**src/rtl/hamming_dec_s.sv**
```systemverilog
// Sequential Hamming(10,6) decoder: scans one codeword position per cycle to build the
// syndrome, then corrects a single-bit error and publishes the result with a done pulse.
module hamming_dec_s (
  input  logic       clk,
  input  logic       rst,
  input  logic       start,
  input  logic [9:0] cw_in,
  output logic       busy,
  output logic       done,
  output logic [5:0] d_out,
  output logic [3:0] syndrome,
  output logic       err,
  output logic       uerr,
  output logic [3:0] d_disp0,
  output logic [3:0] d_disp1,
  output logic [3:0] d_disp2,
  output logic [3:0] d_disp3
);

  typedef enum logic [1:0] {StIdle, StScan, StCorrect, StDone} state_e;

  state_e     state_q, state_d;
  logic [9:0] cw_q, cw_d;
  logic [3:0] acc_q, acc_d;
  logic [3:0] cnt_q, cnt_d;
  logic [5:0] d_out_q, d_out_d;
  logic [3:0] syn_q, syn_d;
  logic       err_q, err_d;
  logic       uerr_q, uerr_d;

  logic       cur_bit;
  logic [9:0] flip;
  logic [9:0] fixed;

  // Bit of the latched codeword at the current scan position (positions are 1-based).
  always_comb begin
    cur_bit = 1'b0;
    for (int i = 0; i < 10; i++) begin
      if (cnt_q == 4'(i + 1)) cur_bit = cw_q[i];
    end
  end

  // One-hot correction mask; stays zero for syndrome 0 and for 11..15.
  always_comb begin
    flip = '0;
    for (int i = 0; i < 10; i++) begin
      flip[i] = (acc_q == 4'(i + 1));
    end
  end

  assign fixed = cw_q ^ flip;

  always_comb begin
    state_d = state_q;
    cw_d    = cw_q;
    acc_d   = acc_q;
    cnt_d   = cnt_q;
    d_out_d = d_out_q;
    syn_d   = syn_q;
    err_d   = err_q;
    uerr_d  = uerr_q;
    unique case (state_q)
      StIdle: begin
        if (start) begin
          cw_d    = cw_in;
          acc_d   = '0;
          cnt_d   = 4'd1;
          state_d = StScan;
        end
      end
      StScan: begin
        if (cur_bit) acc_d = acc_q ^ cnt_q;
        if (cnt_q == 4'd10) begin
          state_d = StCorrect;
        end else begin
          cnt_d = cnt_q + 4'd1;
        end
      end
      StCorrect: begin
        cw_d    = fixed;
        d_out_d = {fixed[9], fixed[8], fixed[6], fixed[5], fixed[4], fixed[2]};
        syn_d   = acc_q;
        err_d   = |flip;
        uerr_d  = (acc_q >= 4'd11);
        state_d = StDone;
      end
      StDone: begin
        state_d = StIdle;
      end
      default: state_d = StIdle;
    endcase
  end

  always_ff @(posedge clk or negedge rst) begin
    if (!rst) begin
      state_q <= StIdle;
      cw_q    <= '0;
      acc_q   <= '0;
      cnt_q   <= '0;
      d_out_q <= '0;
      syn_q   <= '0;
      err_q   <= 1'b0;
      uerr_q  <= 1'b0;
    end else begin
      state_q <= state_d;
      cw_q    <= cw_d;
      acc_q   <= acc_d;
      cnt_q   <= cnt_d;
      d_out_q <= d_out_d;
      syn_q   <= syn_d;
      err_q   <= err_d;
      uerr_q  <= uerr_d;
    end
  end

  assign busy     = (state_q == StScan) || (state_q == StCorrect);
  assign done     = (state_q == StDone);
  assign d_out    = d_out_q;
  assign syndrome = syn_q;
  assign err      = err_q;
  assign uerr     = uerr_q;
  assign d_disp0  = d_out_q[3:0];
  assign d_disp1  = {2'b00, d_out_q[5:4]};
  assign d_disp2  = syn_q;
  assign d_disp3  = uerr_q ? 4'h2 : (err_q ? 4'h1 : 4'h0);

endmodule

```
**config.mk**
```make
export PLATFORM = sky130hd
export DESIGN_NAME = hamming_dec_s
export DESIGN_NICKNAME = d
export VERILOG_FILES = /design/src/rtl/hamming_dec_s.sv
export SDC_FILE = /design/constraint.sdc
export NUM_CORES = 1
export LEC_CHECK = 0
export CAP_MARGIN = 20
export CORE_MARGIN = 2
export CORE_UTILIZATION = 55
export CTS_CLUSTER_SIZE = 12
export DETAILED_ROUTE_END_ITERATION = 10
export GPL_TIMING_DRIVEN = 1
export PLACE_DENSITY = 0.85
export SLEW_MARGIN = 10
export SYNTH_ARGS = -nofsm -noshare
export SYNTH_HDL_FRONTEND = slang
export SYNTH_SLANG_ARGS = --single-unit
```
**constraint.sdc**
```tcl
create_clock -name clk -period 3.19 [get_ports clk]
set_input_delay 0.319 -clock clk [delete_from_list [all_inputs] [get_ports clk]]
set_output_delay 0.319 -clock clk [all_outputs]
set_load 0.02 [all_outputs]
```
==> reports/metrics.csv <==
stage,metric,value,unit
cts,htree_num_levels,2,
synthesis,synth-edff-count,0,
synthesis,seq_area_frac_synth,37.9,%
cts,cts_hold_buf,0,
cts,clk_latency,0.29,ns
power_and_ir_drop,power_density,1040,nW/um^2
run_status,status,finished clean,
synthesis,synth-seq-cells,32,
grt,grt_pass1_wl,7580,um
worst_setup_path,critPathLaunch,state_q[1],
worst_setup_path,path_buf_inv,1,
timing,worst_pin_slew,0.512,ns
timing,rsz0062_at_grt,false,
synthesis,syn_inst,232,
worst_setup_path,setup.worst_path.start_class,flip-flop,
worst_setup_path,path_delay_family,compound AO/OA/AOI/OAI gates,
cts,numCtsBuffers,5,
synthesis,ys.flop_type,dfrtp_1,
grt,grt_max_degree,34,
cts,cts-root-buf,clkbuf_8,
placement,portBuffers,38,
hold_path,worstHoldPathType,primary input to asynchronous set/reset pin,
timing,min_period,2.16,ns
die,die_h,66.0,um
cts,postCtsSetupBuffers,0,
worst_setup_path,crit_required,3.35,ns
cts,cts_tree,yes,
drt,top_layer,met4,
synthesis,synthArstFlopShare,100,%
timing,finalMaxSlewViolations,0,
worst_setup_path,critical_path.max_fanout,14,
power_and_ir_drop,p_leak,0.00102,uW
worst_setup_path,end_kind,flip-flop,
drt,routed-via-count,1753,
power_and_ir_drop,seq_power_share,30.3,%
synthesis,ys_warn_count,0,
run,cap_viol_max_count,0,
drt,wl_met2,2180,um
worst_setup_path,cp_slowest_cell,ha_1,
grt,antenna_found_initial,0,
die,initial_utilization,57.3,%
drt,wl_met3,306,um
synthesis,synth_area,2110,sq um
worst_setup_path,crit_type,flip-flop to flip-flop,
synthesis,syn_area_per_cell,9.11,sq um
die,die_x,66.0,um
power_and_ir_drop,p_int,1440,uW
cells_and_area,final_core_util,67.4,%
drt,ant_nets,0,
cells_and_area,n_antenna_cell,0,
worst_setup_path,crit-reg2reg-launch,state_q[1],
timing,relSlewSlack,65.9,%
cts,post_cts_resized,0,
cells_and_area,area_growth,17.6,%
drt,dr.pass1.iters,4,
power_and_ir_drop,p_sw_share,44.2,%
worst_setup_path,crit_chain,inv_1 > ha_1 > mux2i_1 > a31oi_4 > and2b_1 > a311o_1,
timing,hold_slack,0.421,ns
power_and_ir_drop,p_sw,1140,uW
power_and_ir_drop,ir_drop,0.614,mV
cells_and_area,drive_gt1_share,9.45,%
die,io-pin-count,43,
cells_and_area,nFillCells,294,
timing,fmax,462,MHz
cts,clk_pin_slew,0.07,ns
grt,grt-ovfl-total,0,
drt,wl_per_cell,15.1,um
drt,viasPerCell,5.80,
drt,drtIter0Drc,123,
timing,setup_violations,0,
power_and_ir_drop,clkPwrFrac,15.0,%
drt,route.detailed.drc,0,
cts,cts.sinks,32,
grt,track_usage,22.8,%
timing,tns,0,ns
worst_setup_path,worst_ep_arrival_time,2.32,ns
timing,finalCritPeriodShare,67.8,%
die,rows,22,
timing,finClkSkew,0.00641,ns
synthesis,synth.distinct_cells,50,
die,core_area,3690,sq um
drt,drt_wl_total,4550,um
grt,grt_pass1_vias,1583,
timing,finalHoldViolations,0,
drt,wl_met1,2000,um
die,die_area,4350,sq um
power_and_ir_drop,combinationalPowerShare,54.7,%
placement,place_congestion,0.892,
worst_setup_path,slowest_delay,0.50,ns
cts,clock_path_buffers,2,
placement,hpwl,3080,um
cells_and_area,nets,275,
## synthesized netlist by cell type, drive strengths merged, types with 3 or more instances
| master | count | share of area [%] |
|---|---|---|
| dfrtp | 32 | 38 |
| buf | 20 | 7.5 |
| mux2 | 7 | 3.7 |
| mux2i | 4 | 1.9 |
| nand2 | 6 | 1.1 |
| a21oi | 22 | 5.2 |
| o21ai | 23 | 5.4 |
| clkbuf | 9 | 2.1 |
| o22ai | 9 | 2.7 |
| inv | 11 | 2.0 |
| a31oi | 3 | 1.6 |
| xnor2 | 5 | 2.1 |
| nor3 | 5 | 1.2 |
| nand3 | 14 | 3.3 |
| nand2b | 7 | 2.1 |
| nor2 | 15 | 2.7 |
| ha | 9 | 5.3 |
## path summary, 6_finish.rpt
path | end | slack, ns | depth (start not counted)
min in group clk | d_disp2[2] | 0.53 | 1
worst max-delay path | acc_q[0] | 1.03 | 6
worst min register to register | d_disp2[2] | 0.53 | 1
worst max register to register | acc_q[0] | 1.03 | 6
worst min-delay path | state_q[0] | 0.42 | 2
max in group asynchronous | state_q[1] | 2.47 | 2
## power groups by stage
| stage | logic (uW) | registers (uW) | clock network, uW |
|---|---|---|---|
| floorplan | 1040 | 782 | 0 |
| global placement | 1360 | 770 | 0 |
| detailed placement | 1400 | 784 | 0 |
| CTS | 1410 | 778 | 390 |
| global route | 1540 | 809 | 410 |
| finish | 1410 | 782 | 387 |
## state kept, by name (all words and copies together), names as in the netlist
signal,count
d_disp2,4
d_out,6
uerr,1
acc_q,4
cnt_q,4
err,1
state_q,2
cw_q,10
## worst register-to-register path: cells and delay by family (launching register included)
kind	cells	cell delay (ns)
compound gates	2	0.54
fa+ha+maj	1	0.50
flops	1	0.40
mux	1	0.27
simple gates	1	0.21
buf+inv	1	0.13
## stage by stage
| step | setup WS (ns) | area, sq um | power, uW | instances |
|---|---|---|---|---|
| detailed placement | 1.08 | 2380 | 2180 | 294 |
| global placement | 1.12 | 2380 | 2130 | 294 |
| CTS | 1.07 | 2480 | 2580 | 302 |
| global route | 0.902 | 2480 | 2760 | 302 |
| floorplan | 1.35 | 2120 | 1820 | 235 |
| finish | 1.03 | 2480 | 2580 | 302 |
## kinds of logic after synthesis
| logic type | synth area share, % |
|---|---|
| adder cells (fa/ha/maj) | 5.33 |
| XOR/XNOR | 2.49 |
| AO/OA/AOI/OAI | 20.4 |
| buffers and inverters | 11.5 |
| AND/OR/NAND/NOR | 16.5 |
| multiplexers | 5.62 |
| flip-flops | 37.9 |
| other | 0.177 |
## area by class of cell
cell class | instances | area, sq um | area share [%]
well taps | 48 | 60.1 | 2.42
clock buffers | 6 | 72.6 | 2.92
repair buffers | 40 | 395 | 15.9
multi-input cells | 163 | 1080 | 43.5
clock inverters | 2 | 35.0 | 1.41
flip-flops and latches | 32 | 801 | 32.2
inverters | 11 | 41.3 | 1.66
## layout by cell type, fill, tap and decap left out, types with 2 or more instances in the layout
| cell type | count |
|---|---|
| clkdlybuf4s50_1 | 38 |
| dfrtp_1 | 32 |
| a21oi_1 | 22 |
| o21ai_0 | 21 |
| nor2_1 | 15 |
| nand3_1 | 14 |
| inv_1 | 11 |
| o22ai_1 | 9 |
| ha_1 | 9 |
| nand2b_1 | 7 |
| mux2_2 | 7 |
| nand2_1 | 6 |
| xnor2_1 | 5 |
| nor3_1 | 5 |
| clkbuf_8 | 5 |
| mux2i_1 | 4 |
| conb_1 | 4 |
| nand4_1 | 2 |
| o21ai_1 | 2 |
| nand4b_1 | 2 |
| nor2b_1 | 2 |
| a311o_1 | 2 |
| a31oi_1 | 2 |
| buf_4 | 2 |
## per-layer routing
layer	up-vias	GRT usage, %
met5	-	0
met1	808	29.9
met4	0	7.91
li1	855	-
met3	8	4.43
met2	82	37.8
Power figures use the tool's default switching activity.
